[src/rtl/fetch_unit_pkg.sv]
// Shared SISC fetch/decode definitions: opcodes, addressing mode, IR field positions, control states.
// Pure declarations; no timing or flow control of its own.
package fetch_unit_pkg;

  localparam logic [3:0] OP_NOOP   = 4'd0;
  localparam logic [3:0] OP_LOD    = 4'd1;
  localparam logic [3:0] OP_STR    = 4'd2;
  localparam logic [3:0] OP_SWP    = 4'd3;
  localparam logic [3:0] OP_BRA    = 4'd4;
  localparam logic [3:0] OP_BRR    = 4'd5;
  localparam logic [3:0] OP_BNE    = 4'd6;
  localparam logic [3:0] OP_BNR    = 4'd7;
  localparam logic [3:0] OP_ALU_OP = 4'd8;
  localparam logic [3:0] OP_HLT    = 4'd15;

  localparam logic [3:0] AM_IMM = 4'd8;

  localparam int FIELD_W = 4;
  localparam int IMM_W   = 16;
  localparam int OPC_LSB = 28;
  localparam int MM_LSB  = 24;
  localparam int RD_LSB  = 20;
  localparam int RS_LSB  = 16;
  localparam int RT_LSB  = 12;
  localparam int IMM_LSB = 0;

  typedef enum logic [2:0] {
    ST_START0    = 3'd0,
    ST_START1    = 3'd1,
    ST_FETCH     = 3'd2,
    ST_DECODE    = 3'd3,
    ST_MEM       = 3'd4,
    ST_ALU       = 3'd5,
    ST_WRITEBACK = 3'd6
  } ctrl_state_t;

  function automatic logic [FIELD_W-1:0] ir_field(input logic [31:0] ir, input int lsb);
    return ir[lsb +: FIELD_W];
  endfunction

endpackage

[src/rtl/fetch_unit_pc_reg.sv]
// Program counter with incrementer and branch-target mux; strobes take effect 1 cycle later.
// No backpressure: pc_rst/pc_write are obeyed on every rising edge.
module fetch_unit_pc_reg
  import fetch_unit_pkg::*;
#(
  parameter int PC_W = 16
) (
  input  logic             clk,
  input  logic             rst_f,
  input  logic             pc_rst,
  input  logic             pc_write,
  input  logic             pc_sel,
  input  logic             br_sel,
  input  logic [IMM_W-1:0] imm,
  output logic [PC_W-1:0]  pc
);

  logic [PC_W-1:0] pc_q;
  logic [PC_W-1:0] pc_inc;
  logic [PC_W-1:0] imm_ext;
  logic [PC_W-1:0] target;
  logic [PC_W-1:0] pc_nxt;

  // The PC register already holds the incremented value by decode, so relative targets add to it directly.
  assign imm_ext = PC_W'(imm);
  assign pc_inc  = pc_q + PC_W'(1);
  assign target  = br_sel ? imm_ext : (pc_q + imm_ext);

  always_comb begin
    pc_nxt = pc_q;
    if (pc_rst)
      pc_nxt = '0;
    else if (pc_write)
      pc_nxt = pc_sel ? target : pc_inc;
  end

  always_ff @(posedge clk or negedge rst_f) begin
    if (!rst_f)
      pc_q <= '0;
    else
      pc_q <= pc_nxt;
  end

  assign pc = pc_q;

endmodule

[src/rtl/fetch_unit.sv]
// SISC fetch/decode slice: PC, IR, status register and IR field decode; 1-cycle strobe-to-register, decode combinational.
// No backpressure: im_data is assumed valid whenever ir_load is asserted.
module fetch_unit
  import fetch_unit_pkg::*;
#(
  parameter int PC_W    = 16,
  parameter int INSTR_W = 32
) (
  input  logic               clk,
  input  logic               rst_f,
  input  logic               pc_rst,
  input  logic               pc_write,
  input  logic               pc_sel,
  input  logic               br_sel,
  input  logic               ir_load,
  input  logic               rb_sel,
  input  logic [INSTR_W-1:0] im_data,
  input  logic               stat_en,
  input  logic [3:0]         cc_in,
  output logic [PC_W-1:0]    im_addr,
  output logic [INSTR_W-1:0] ir,
  output logic [3:0]         opcode,
  output logic [3:0]         mm,
  output logic [3:0]         stat,
  output logic [3:0]         ra_addr,
  output logic [3:0]         rb_addr,
  output logic [3:0]         wa_addr,
  output logic [15:0]        imm
);

  logic [INSTR_W-1:0] ir_q;
  logic [3:0]         stat_q;

  fetch_unit_pc_reg #(.PC_W(PC_W)) u_pc_reg (
    .clk      (clk),
    .rst_f    (rst_f),
    .pc_rst   (pc_rst),
    .pc_write (pc_write),
    .pc_sel   (pc_sel),
    .br_sel   (br_sel),
    .imm      (imm),
    .pc       (im_addr)
  );

  // IR captures the word addressed by the pre-update PC, even when pc_rst fires on the same edge.
  always_ff @(posedge clk or negedge rst_f) begin
    if (!rst_f) begin
      ir_q   <= '0;
      stat_q <= '0;
    end else begin
      if (ir_load)
        ir_q <= im_data;
      if (stat_en)
        stat_q <= cc_in;
    end
  end

  assign ir      = ir_q;
  assign stat    = stat_q;
  assign opcode  = ir_field(ir_q, OPC_LSB);
  assign mm      = ir_field(ir_q, MM_LSB);
  assign wa_addr = ir_field(ir_q, RD_LSB);
  assign ra_addr = ir_field(ir_q, RS_LSB);
  assign rb_addr = rb_sel ? ir_field(ir_q, RD_LSB) : ir_field(ir_q, RT_LSB);
  assign imm     = ir_q[IMM_LSB +: IMM_W];

endmodule
[config.mk]
export PLATFORM = sky130hd
export DESIGN_NAME = fetch_unit
export DESIGN_NICKNAME = d
export VERILOG_FILES = /design/src/rtl/fetch_unit_pkg.sv /design/src/rtl/fetch_unit_pc_reg.sv /design/src/rtl/fetch_unit.sv
export SDC_FILE = /design/constraint.sdc
export NUM_CORES = 1
export LEC_CHECK = 0
export CAP_MARGIN = 10
export CELL_PAD_IN_SITES_DETAIL_PLACEMENT = 2
export CELL_PAD_IN_SITES_GLOBAL_PLACEMENT = 2
export CORE_AREA = 2 2 114 88
export DETAILED_ROUTE_END_ITERATION = 10
export DIE_AREA = 0 0 116 90
export DONT_BUFFER_PORTS = 1
export PLACE_DENSITY_LB_ADDON = 0.3
export SETUP_SLACK_MARGIN = 0.02
export SYNTH_ARGS = -nofsm -noshare
export SYNTH_HDL_FRONTEND = slang
export SYNTH_SLANG_ARGS = --single-unit
[constraint.sdc]
create_clock -name clk -period 5.6 [get_ports clk]
set_input_delay 0.56 -clock clk [delete_from_list [all_inputs] [get_ports clk]]
set_output_delay 0.56 -clock clk [all_outputs]
set_load 0.01 [all_outputs]
# Word-level counts from Yosys, hierarchy flattened
# Index checks and enable logic that the tools add are counted.
[totals]
reg_bits = 52
input_bits = 45
out_inout_bits = 88
elab_cells = 11
[op_classes]
n_addsub = 2
muxes = 5
reduce_logical = 1
[ops]
columns = ["operator", "n"]
rows = [
  ["2-to-1 mux 16 bit", 4],
  ["adder 16 x 1 -> 16 bit (second input constant)", 1],
  ["adder 16 bit", 1],
  ["2-to-1 mux 4 bit", 1],
  ["nonzero test 2 bit", 1],
]

# Logic depth before layout (Yosys ltp)
# Gate-level depths: netlist (run 1).
[logic_depth]
word_depth = 5
mapped_depth = 10
ltp_nobuf = 10

# Cells and area by module
# From an unflattened synthesis (run 1), not the netlist that was laid out.
[unflattened]
hier_cells = 394
hier_area_um2 = 3833.7
[by_module_without_submodules]
columns = ["module", "n_inst", "cells_each", "area_each_um2", "seq_area_each_um2"]
rows = [
  ["fetch_unit_pc_reg", 1, 282, 2058.2, 400.4],
  ["fetch_unit", 1, 112, 1775.5, 900.9],
]

# Worst setup path before layout (run 1)
# Ideal clock, no wire load.
[synth_timing]
path_type = "register to register"
startpoint = "register u_pc_reg.pc_q[0], in the netlist u_pc_reg.pc[0]"
endpoint = "register u_pc_reg.pc_q[14], in the netlist u_pc_reg.pc[14]"
setup_ns = 0.124
arrival_time_ns = 2.199
t_required_ns = 5.476
setup_slack_ns = 3.277
path_stages_with_launch = 11
path_buffers = 0
period_less_slack_ns = 2.323
path_cell_list = "dfrtp_1 ha_1 inv_1 fa_1 nor2b_4 o31a_1 o22a_4 a41oi_2 xor2_1 a211oi_1 a211o_1"
[synth_via]
elab_chain_len = 5
elab_cells_between_ends = 6
cone_classes = "add/sub (2); mux (4)"
[synth_rtl]
columns = ["item", "line_no", "rtl"]
rows = [
  ["start, declared", "fetch_unit_pc_reg.sv:18", "logic [PC_W-1:0] pc_q;"],
  ["start signal, assigned", "fetch_unit_pc_reg.sv:41", "pc_q <= pc_nxt;"],
  ["adder 16 bit", "fetch_unit_pc_reg.sv:27", "assign target = br_sel ? imm_ext : (pc_q + imm_ext);"],
  ["2-to-1 mux 16 bit", "fetch_unit_pc_reg.sv:27", ""],
  ["2-to-1 mux 16 bit (*)", "fetch_unit_pc_reg.sv:34", "pc_nxt = pc_sel ? target : pc_inc;"],
  ["2-to-1 mux 16 bit (*)", "fetch_unit_pc_reg.sv:33", "else if (pc_write)"],
  ["2-to-1 mux 16 bit (*)", "fetch_unit_pc_reg.sv:31", "if (pc_rst)"],
]
# Mark *: on every way between the ends. The rest lies on a longest branch, timed or not. The select of a mux whose other input is x is not followed.
# A chain may end at the register's enable or synchronous reset.

# Worst setup path in the final report (run 1)
# Same ends and word-level chain as after synthesis.

==> results of run 1 <==
## worst reg2reg max path, stage by stage, from the launching register on
cell      delay [ns]
dfrtp_1         0.54
ha_1            0.28
inv_1           0.07
fa_1            0.42
nor2b_4         0.14
o31a_1          0.16
o22a_4          0.19
a41oi_2         0.12
xor2_1          0.20
a211oi_1        0.11
a211o_1         0.27
## kinds of logic after synthesis
kind of cell / share of synthesized area
AOI/OAI and AO/OA: 0.191
and+or+nand+nor: 0.120
buffers and inverters: 0.103
DFF: 0.355
muxes: 0.155
adders and majority gates: 0.0600
xor gates and xnor gates: 0.0167
## state kept, by name, summed over array words and instances (netlist names)
signal       cells
ir              32
stat             4
u_pc_reg.pc     16
## cell usage after synthesis, types with 2 or more instances
cell,count
a311oi_1,3
a31oi_1,7
nand3_1,15
nand3b_1,2
and2b_2,2
clkbuf_1,12
a22o_1,2
buf_6,4
a21o_1,2
o31ai_1,2
nor2_1,23
xnor2_1,6
ha_1,16
a21oi_1,16
a31o_2,2
buf_4,33
o21bai_1,2
inv_1,8
o31a_1,2
nand2b_1,2
mux2_1,2
a211o_1,2
o22ai_1,2
a22oi_1,4
o21ai_0,19
and3_1,8
o211ai_1,3
and2b_1,2
dfrtp_1,52
o21ai_1,4
nor3_1,2
mux2i_1,9
mux2_2,39
nand2_1,24
nor2b_1,2
a211oi_1,7
o21a_1,6
## layer usage
layer,vias up,track usage,wire (µm)
met1,1433,0.303,5070
met2,80,0.310,4620
met5,-,0,0
met4,0,0.0327,63
li1,1253,-,-
met3,7,0.0432,534
## metrics by stage
stage | worst slack, ns | hold slack, ns | instance area (µm²) | total power [µW] | cells
6_report | 2.98 | 0.106 | 3670 | 1030 | 464
4_1_cts | 2.97 | 0.127 | 3670 | 1050 | 464
3_5_place_dp | 3.03 | 0.266 | 3490 | 710 | 455
5_1_grt | 2.83 | 0.125 | 3670 | 1090 | 464
3_3_place_gp | 3.11 | 0.265 | 3490 | 699 | 455
2_1_floorplan | 3.28 | 0.264 | 3670 | 699 | 373
## final cells by class
class | count | area [µm²]
Multi-Input combinational cell | 262 | 1990
Timing Repair Buffer | 1 | 27.5
Clock inverter | 1 | 7.51
Fill cell | 1055 | 5720
Sequential cell | 52 | 1300
Tap cell | 132 | 165
Clock buffer | 7 | 143
Inverter | 9 | 33.8
## timing repair
item | in CTS | in global routing
endpoints found under the hold margin | 52 | 0
setup endpoints to repair | 0 | 0
hold buffers | 1 | 0
## path summary, 6_finish.rpt
path,startpoint,endpoint,slack (ns),cells past startpoint
setup reg to reg,u_pc_reg.pc[0],u_pc_reg.pc[14],2.98,10
min in group clk,pc_rst,u_pc_reg.pc[2],0.32,1
hold reg to reg,stat[1],stat[1],0.58,1
hold / removal,rst_f,ir[23],0.11,1
max in group asynchronous,rst_f,u_pc_reg.pc[13],5.24,1
setup / recovery,u_pc_reg.pc[0],u_pc_reg.pc[14],2.98,10
## power by group through the flow
stage | clock network [µW] | registers, µW | logic (µW)
2_1_floorplan | 0 | 469 | 230
3_3_place_gp | 0 | 502 | 198
3_5_place_dp | 0 | 504 | 206
4_1_cts | 332 | 497 | 218
5_1_grt | 346 | 505 | 243
6_report | 320 | 495 | 216
==> impl_results.md, run 1 <==
* Largest net degree at the start of global routing at between 50 and 60
* TritonRoute pass-1 iters at 4
* Final setup TNS at 0 ns
* Max Slew Vio Count at 0
* Hold Path Class: in -> async
* Die H at 90 µm
* Post-synth cell types at 62
* Final ANT Viol Nets at 0
* Clock latency on the worst-skew pair at 0.29 ns
* P per Cell Area at 281 nW/µm²
* Syn Std Cell Area at 3670 µm²
* Most common cell after layout, fill and taps aside: dfrtp_1
* Crit-path max cell delay at between 0.5 and 0.6 ns
* Worst path arrival time at approximately 2.8 ns
* Synthesis-to-finish area growth at 0.0000818%
* # diodes at 0
* Vias in the first global route at 2907
* H-tree depth at 2
* Part of the power in combinational logic at 0.210
* Worst setup path class: reg -> reg
* Clock buffer depth at 2
* Slew @ Worst Pin at 0.583 ns
* Maxcap violations at 0
* Initial Util at 0.391
* Initial antenna violation count at 0
* Clock share of power at 0.310
* CP Capture Type: register
* Ports at between 100 and 150
* First-pass GRT wire length at 16.7 mm
* Clock root buffer: clkbuf_16
* Flops & latches, synth at 52
* Final Util at 0.391
* DP HPWL at 7.51 mm
* Switching Power at between 300 and 400 µW
* Top cell type's share of synthesized area at 0.355
* Vias at 2773
* Vias per cell at roughly 6
* CTS buffer count at 5
* Final setup viols at 0
* Post-synth EDFFs at 0
* Max Fclk at around 0.38 GHz
* Fin nets at slightly below 400
* CP Cell Sequence: ha_1 -> inv_1 -> fa_1 -> nor2b_4 -> o31a_1 -> o22a_4 -> a41oi_2 -> xor2_1 -> a211oi_1 -> a211o_1
* Worst-path clk slew at 0.07 ns
* Post-CTS setup buffers at 0
* Reg power frac at 0.480
* DRT Wirelength at 10.3 mm
* Minimum clock period at 2.62 ns
* Port Buf Inserts at 0
* Fraction of layout cells with a size suffix above 1 at 0.190
* Yosys warns at 0
* CP required at 5.78 ns
* Cell Int Power at roughly 700 µW
* Mapped Nets at 435
* Fin Clk Skew at 0.00566 ns
* Wire per inst at 22.2 µm
* Leakage at about 0.0015 µW
* Maximum vdd drop at 0.128 mV
* PostCTS Resize Cnt at 0
* Sw Share at 0.328
* Synth Instances at 373
* Die area at 10400 µm²
* Peak fanout along the critical path at 6
* Ranking of synthesized cells by area: dfrtp_1 (35%), mux2_2 (12%), buf_4 (6.8%)
* All-Layer GR Usage at 0.204
* Clock sinks at 52
* Cell taking the most area after synthesis: dfrtp_1
* Grt ovf at 0
* Global placement routability congestion at 0.813
* Startpoint type of the worst setup path: register
* Final Cycle Share at 0.468
* Row Count at 31
* Worst Path Buf+Inv at 1
* Normalized max-slew margin at 0.610
* Top delay family on crit path: compound AO/OA/AOI/OAI gates
* TritonCTS clock tree: done
* Core ar. at 9390 µm²
* Syn avg cell area at 9.83 µm²
* Hold Fails Final Rpt at 0
* Iter 0 DRT Violations at roughly 120
* Status: complete, no violations
* Most frequent cells in the layout: dfrtp_1 (52), mux2_2 (39), nand2_1 (24), nor2_1 (23), o21ai_0 (19)
* Slowest-stage cell, CP: dfrtp_1
* Post-synth ARST share at 1.00
* Sequential cell area fraction in the yosys report at 0.355
* RSZ-0062 raised after global routing: no
* Main flop type after synthesis: dfrtp_1
* DRC violations left at 0
* DIE WIDTH at roughly 120 µm
Note: power is estimated with default switching activity, not from simulation.
==> run 2, diff against run 1 <==
--- a/config.mk
+++ b/config.mk
@@ -5,12 +5,13 @@
 export SDC_FILE = /design/constraint.sdc
 export NUM_CORES = 1
 export LEC_CHECK = 0
+export ABC_AREA = 1
 export CAP_MARGIN = 10
 export CELL_PAD_IN_SITES_DETAIL_PLACEMENT = 2
 export CELL_PAD_IN_SITES_GLOBAL_PLACEMENT = 2
-export CORE_AREA = 2 2 114 88
+export CORE_AREA = 2 2 131 101
 export DETAILED_ROUTE_END_ITERATION = 10
-export DIE_AREA = 0 0 116 90
+export DIE_AREA = 0 0 133 103
 export DONT_BUFFER_PORTS = 1
 export PLACE_DENSITY_LB_ADDON = 0.3
 export SETUP_SLACK_MARGIN = 0.02
==> constraint.sdc (replaced) <==
create_clock -name clk -period 2.1 [get_ports clk]
set_input_delay 0.21 -clock clk [delete_from_list [all_inputs] [get_ports clk]]
set_output_delay 0.21 -clock clk [all_outputs]
set_load 0.01 [all_outputs]
==> impl_results.md, run 2 <==
* Status: complete, no violations
* Final Util at 0.333 (-0.0574)
* # diodes at 0 (unchanged)
* Largest register FFs at 32 (unchanged)
* Largest net degree at the start of global routing at 53 (unchanged)
* Maxcap violations at 0 (unchanged)
* CP Capture Type: register
* CP required at 2.29 ns (-3.49 ns)
* Die area at 13700 µm² (+31%)
* Design area at 4190 µm² (+14%)
* Simple-gate share of the synthesized area at 0.266 (+0.146)
* Grt ovf at 0 (unchanged)
* Hold Path Class: in -> reg
* Clock buffer depth at 2 (unchanged)
* Vias at 3409 (+23%)
* Most frequent cells in the layout: nand2_1 (150), inv_1 (62), dfrtp_1 (52), nand3_1 (33)
* Commonest cells post-synth: nand2_1 (151), inv_1 (62), dfrtp_1 (52)
* Die H at 103 µm (+14%)
* Fin nets at 570 (+45%)
* Cell taking the most area after synthesis: dfrtp_1
* Maximum vdd drop at 0.315 mV (+150%)
* Clock latency on the worst-skew pair at 0.30 ns (about the same)
* Post-synth ARST share at 1.00 (unchanged)
* DRT Wirelength at 13.4 mm (+30%)
* Ranking of synthesized cells by area: dfrtp_1 (34%), nand2_1 (15%), mux2_2 (8.9%)
* TritonRoute pass-1 iters at 4 (unchanged)
* Largest family of logic cells by synthesized area: simple AND/OR/NAND/NOR gates
* Final hold slack at 0.0170 ns (-0.0894 ns)
* Core ar. at 12600 µm² (+34%)
* Sequential cell area fraction in the yosys report at 0.344 (-0.0108)
* Fin Clk Skew at 0.00701 ns (+0.00135 ns)
* Startpoint type of the worst setup path: register
* Initial antenna violation count at 0 (unchanged)
* Hold Fails Final Rpt at 0 (unchanged)
* Ports at 133 (unchanged)
* Post-synth cell types at 29 (-53%)
* Worst setup path class: reg -> reg
* Synth Instances at 510 (+37%)
* RSZ-0062 raised after global routing: no
* Final Cycle Share at 0.909 (+0.441)
* All-Layer GR Usage at 0.198 (-0.00646)
* Most common cell in the netlist: nand2_1
* Most common cell after layout, fill and taps aside: nand2_1
* Initial Util at 0.301 (-0.0897)
* Post-synth EDFFs at 0 (unchanged)
* Wire per inst at 19.7 µm (-11%)
* Max Slew Vio Count at 0 (unchanged)
* Row Count at 36 (+16%)
* Yosys warns at 0 (unchanged)
* TritonCTS clock tree: done
* Flops & latches, synth at 52 (unchanged)
* Global placement routability congestion at 0.799 (-1.7%)
* DIE WIDTH at 133 µm (+15%)
* XOR/XNOR share of the synthesized area at 0.0162 (-0.000509)
* Leakage at 0.00208 µW (+40%)
* DRC violations left at 0 (unchanged)
* Vias per cell at 5.01 (-16%)
* Syn avg cell area at 7.42 µm² (-25%)
* Clock sinks at 52 (unchanged)
* Minimum clock period at 1.91 ns (-0.710 ns)
* Worst-path clk slew at 0.07 ns (about the same)
* Syn Std Cell Area at 3780 µm² (+3.1%)
* Fraction of layout cells with a size suffix above 1 at 0.175 (-0.0149)
* Slew @ Worst Pin at 0.726 ns (+0.142 ns)
* H-tree depth at 2 (unchanged)
* Max Fclk at 0.524 GHz (+37%)
* P per Cell Area at 720 nW/µm² (+160%)
* First-pass GRT wire length at 20.7 mm (+23%)
* Clock root buffer: clkbuf_16
* Compound-Gate Fraction of Synth Area at 0.0850 (-0.106)
* Synthesis-to-finish area growth at 10.8%
* Post-synthesis adder-cell area fraction at 0.0582 (-0.00183)
* Mapped Nets at 572 (+31%)
* Vias in the first global route at 3761 (+29%)
* Peak fanout along the critical path at 4 (-2)
* Port Buf Inserts at 0 (unchanged)
* Worst path arrival time at 2.10 ns (-0.70 ns)
* Mux share of post-synthesis cell area at 0.0893 (-0.0652)
* Post-CTS setup buffers at 0 (unchanged)
* CTS buffer count at 5 (unchanged)
* Placed cell areas at 3950 µm² (+13%)
* Main flop type after synthesis: dfrtp_1
* Final ANT Viol Nets at 0 (unchanged)
* Normalized max-slew margin at 0.516 (-0.0947)
* DP HPWL at 10.2 mm (+36%)
* Iter 0 DRT Violations at 155 (+25%)
* FF-to-FF setup slack at 0.19 ns (-2.79 ns)
* Final setup viols at 0 (unchanged)
* Final setup TNS at 0 ns (unchanged)
* Top cell type's share of synthesized area at 0.344 (-0.0108)
==> run 2: cell count changes in the layout (fill, tap and decap cells not counted), sizes merged, moves of 6 or more <==
cell    before  now
mux2i        9    0
buf          1   32
a31oi        7    1
mux2        42   30
inv          9   67
and3         8    0
nand3       15   34
a211oi       7    0
nand2       24  153
nor3         3    9
o21a         6    0
a21oi       18   31
==> run 2: repair_timing <==
item | in CTS | in global routing
gates resized for setup | 0 | 7
hold endpoints to repair | 52 | 0
hold buffers | 2 | 0
setup endpoints to repair | 0 | 7
==> run 2: final timing paths <==
kind	startpoint	end	cells after the start
setup / recovery	u_pc_reg.pc[4]	u_pc_reg.pc[15]	12
hold / removal	ir_load	ir[14]	1
setup reg to reg	u_pc_reg.pc[4]	u_pc_reg.pc[15]	12
hold reg to reg	stat[0]	stat[0]	1
max in group asynchronous	rst_f	ir[2]	2
min in group asynchronous	rst_f	ir[11]	2
==> run 2: per-stage QoR <==
stage | power, µW | cells | setup WS (ns)
6_report | 3020 | 680 | 0.191
5_1_grt | 3200 | 680 | 0.0247
4_1_cts | 3050 | 680 | 0.103
3_5_place_dp | 2000 | 670 | 0.131
3_3_place_gp | 1960 | 670 | 0.0949
2_1_floorplan | 1820 | 510 | 0.303
==> run 2: kinds of logic (layout without fill, tap and decap cells) <==
logic type      after synthesis  after routing
mux                          30             30
compound gates               63             63
fa+ha+maj                    17             17
simple gates                232            232
flops                        52             52
buf+inv                     109            108
xor+xnor                      7              7
==> run 2: area by class of cell <==
| type | instances | area, µm² |
|---|---|---|
| inverters | 67 | 251 |
| multi-input cells | 349 | 1970 |
| repair buffers | 33 | 270 |
| flip-flops and latches | 52 | 1300 |
| fillers | 1486 | 8380 |
| well taps | 171 | 214 |
| clock buffers | 6 | 139 |
| clock inverters | 2 | 38.8 |
==> run 2: critical path, cell delays in order, from the launching register on <==
cell and delay (ns):
dfrtp_1 0.40, ha_1 0.40, nand2_1 0.10, nor2_1 0.13, nand3_1 0.08, nand2_1 0.19
nand2_1 0.13, nand2_1 0.08, nand2_1 0.05, nand3_1 0.07, nand2_1 0.06, nand2_1 0.05
nand2_1 0.04
==> run 2: metal layers <==
metal | GRT usage | vias to the layer above | wire, µm
li1 | - | 1609 | -
met1 | 0.273 | 1729 | 6560
met2 | 0.326 | 61 | 6270
met3 | 0.0354 | 10 | 467
met4 | 0.0438 | 0 | 114
met5 | 0 | - | 0
==> run 2: where the power goes <==
| group | total [µW] | switching [µW] | leakage (µW) | internal (µW) |
|---|---|---|---|---|
| registers | 1210 | 115 | 0.000638 | 1090 |
| logic | 808 | 507 | 0.00136 | 301 |
| clock network | 1000 | 403 | 0.0000871 | 598 |
| total | 3020 | 1030 | 0.00208 | 1990 |
==> run 3, diff against run 2 <==
--- a/config.mk
+++ b/config.mk
@@ -7,11 +7,9 @@
 export LEC_CHECK = 0
 export ABC_AREA = 1
 export CAP_MARGIN = 10
-export CELL_PAD_IN_SITES_DETAIL_PLACEMENT = 2
-export CELL_PAD_IN_SITES_GLOBAL_PLACEMENT = 2
-export CORE_AREA = 2 2 131 101
+export CORE_AREA = 2 2 116 90
 export DETAILED_ROUTE_END_ITERATION = 10
-export DIE_AREA = 0 0 133 103
+export DIE_AREA = 0 0 118 92
 export DONT_BUFFER_PORTS = 1
 export PLACE_DENSITY_LB_ADDON = 0.3
 export SETUP_SLACK_MARGIN = 0.02
==> impl_results.md, run 3 (synthesis gave the netlist of run 2 again) <==
* Worst setup startpoint: ir[2]
* Clock latency on the worst-skew pair at 0.30 ns (about the same)
* Sw Share at 0.355 (+0.0149)
* Filler instances at 1061 (-29%)
* Most frequent cells in the layout: nand2_1 (151), inv_1 (62), dfrtp_1 (51), nand3_1 (34), a21oi_1 (31)
* Status: complete, no violations
* Startpoint type of the worst setup path: register
* Part of the power in combinational logic at 0.264 (-0.004)
* Vias per cell at 5.17 (+3.1%)
* Minimum clock period at 1.92 ns (+0.00986 ns)
* CP Cell Sequence: ha_1 -> or2_1 -> nand3_1 -> nand2_1 -> or2_1 -> nand3_1 -> nand2_1 -> nand3_1 -> nand2_1
* Switching Power at 1010 µW (-1.4%)
* Place WS at 0.189 ns (+0.0586 ns)
* CP required at 2.29 ns (about the same)
* Max Fclk at 0.521 GHz (-0.51%)
* P per Cell Area at 698 nW/µm² (-3.1%)
* Peak fanout along the critical path at 4 (unchanged)
* Final setup TNS at 0 ns (unchanged)
* DRT Wirelength at 11.3 mm (-16%)
* Register area at 1300 µm² (about the same)
* Hold path startpoint: ir_load
* Grt ovf at 0 (unchanged)
* Reg-to-reg critical path startpoint: ir[2]
* Leakage at 0.00204 µW (-1.9%)
* Core ar. at 9890 µm² (-21%)
* Initial Util at 0.382 (+0.0815)
* Slew @ Worst Pin at 0.622 ns (-0.104 ns)
* Fin nets at 567 (-0.53%)
* DP HPWL at 8.29 mm (-19%)
* Cell Int Power at 1840 µW (-7.7%)
* DRC violations left at 0 (unchanged)
* Wire per inst at 17.6 µm (-11%)
* CTS buffer count at 5 (unchanged)
* TritonCTS clock tree: done
* Die H at 92 µm (-11%)
* Top delay family on crit path: simple AND/OR/NAND/NOR gates
* Clock sinks at 52 (unchanged)
* # diodes at 0 (unchanged)
* Port Buf Inserts at 0 (unchanged)
* Hold Fails Final Rpt at 0 (unchanged)
* Reg power frac at 0.430 (+0.030)
* Post-CTS setup buffers at 0 (unchanged)
* Initial antenna violation count at 0 (unchanged)
* Area of the multi-input gates at 1960 µm² (-0.76%)
* Worst-path clk slew at 0.08 ns (about the same)
* Maxcap violations at 0 (unchanged)
* Maximum vdd drop at 0.366 mV (+16%)
* Vias at 3318 (-2.7%)
* Final ANT Viol Nets at 0 (unchanged)
* Row Count at 32 (-11%)
* Hold Path Class: in -> reg
* Final setup margin at 0.182 ns (-0.00986 ns)
* Largest net degree at the start of global routing at 53 (unchanged)
* Fraction of layout cells with a size suffix above 1 at 0.164 (-0.0108)
* Most common cell after layout, fill and taps aside: nand2_1
* RSZ-0062 raised after global routing: no
* Worst setup path class: reg -> reg
* Iter 0 DRT Violations at 235 (+52%)
* Crit-path max cell delay at 0.40 ns (about the same)
* Slowest-stage cell, CP: dfrtp_1
* Synthesis-to-finish area growth at 7.91%
* Vias in the first global route at 3454 (-8.2%)
* H-tree depth at 2 (unchanged)
* Ports at 133 (unchanged)
* First-pass GRT wire length at 18.4 mm (-11%)
* Global placement routability congestion at 0.927 (+16%)
* Clock root buffer: clkbuf_16
* Clock buffer depth at 2 (unchanged)
* Max Slew Vio Count at 0 (unchanged)
* Clock share of power at 0.306 (-0.026)
* Worst Path Buf+Inv at 0 (unchanged)
* All-Layer GR Usage at 0.216 (+0.0186)
* Fin Clk Skew at 0.00767 ns (+0.000659 ns)
* CP Capture Type: register
* Die area at 10900 µm² (-21%)
* Largest register FFs at 32 (unchanged)
* TritonRoute pass-1 iters at 4 (unchanged)
* Final Cycle Share at 0.914 (+0.00470)
* Worst path arrival time at 2.11 ns (about the same)
* Final setup viols at 0 (unchanged)
* Normalized max-slew margin at 0.585 (+0.0693)
* DIE WIDTH at 118 µm (-11%)
## run 3: changes by cell type in the layout (fill, tap and decap cells not counted), sizes merged
cell      change
inv           +2
buf           -3
clkbuf        -1
clkinv        -1
clkinvlp      +1
bufinv        -1
## run 3: metal layers
metal	part of all wire	GRT usage
met2	0.45	0.357
met4	0.012	0.0442
met1	0.46	0.287
met5	0	0
met3	0.085	0.0578
## run 3: cell type report
class | count | area share
multi-input cells | 349 | 0.480
flip-flops and latches | 52 | 0.319
inverters | 67 | 0.0616
repair buffers | 30 | 0.0607
well taps | 136 | 0.0417
clock buffers | 5 | 0.0307
clock inverters | 3 | 0.00613
## run 3: worst paths after layout
check,end,slack (ns),depth (start not counted)
min in group asynchronous,u_pc_reg.pc[12],0.43,2
min reg2reg,stat[0],0.60,1
min,ir[12],0.02,1
max,u_pc_reg.pc[7],0.18,9
max in group asynchronous,u_pc_reg.pc[1],1.42,2
max reg2reg,u_pc_reg.pc[7],0.18,9
## run 3: power by group through the flow
stage | Sequential (µW) | Combinational, µW | Clock, µW
2_1_floorplan | 1240 | 576 | 0
3_3_place_gp | 1240 | 704 | 0
3_5_place_dp | 1240 | 714 | 0
4_1_cts | 1220 | 747 | 898
5_1_grt | 1240 | 852 | 934
6_report | 1220 | 751 | 872
## run 3: timing repair
| action | CTS | global route |
|---|---|---|
| setup endpoints to repair | 0 | 3 |
| hold buffers | 2 | 0 |
| resized for setup | 0 | 2 |
| endpoints found under the hold margin | 52 | 0 |
## run 3: metrics by stage
step	cells	utilization	instance area, µm²	total power [µW]	hold slack [ns]
2_1_floorplan	510	-	3780	1820	-0.0856
3_3_place_gp	632	0.392	3880	1940	-0.0841
3_5_place_dp	632	0.392	3880	1960	-0.0844
4_1_cts	642	0.411	4070	2870	0.0138
5_1_grt	642	0.413	4080	3020	0.0200
6_report	642	0.413	4080	2850	0.0201
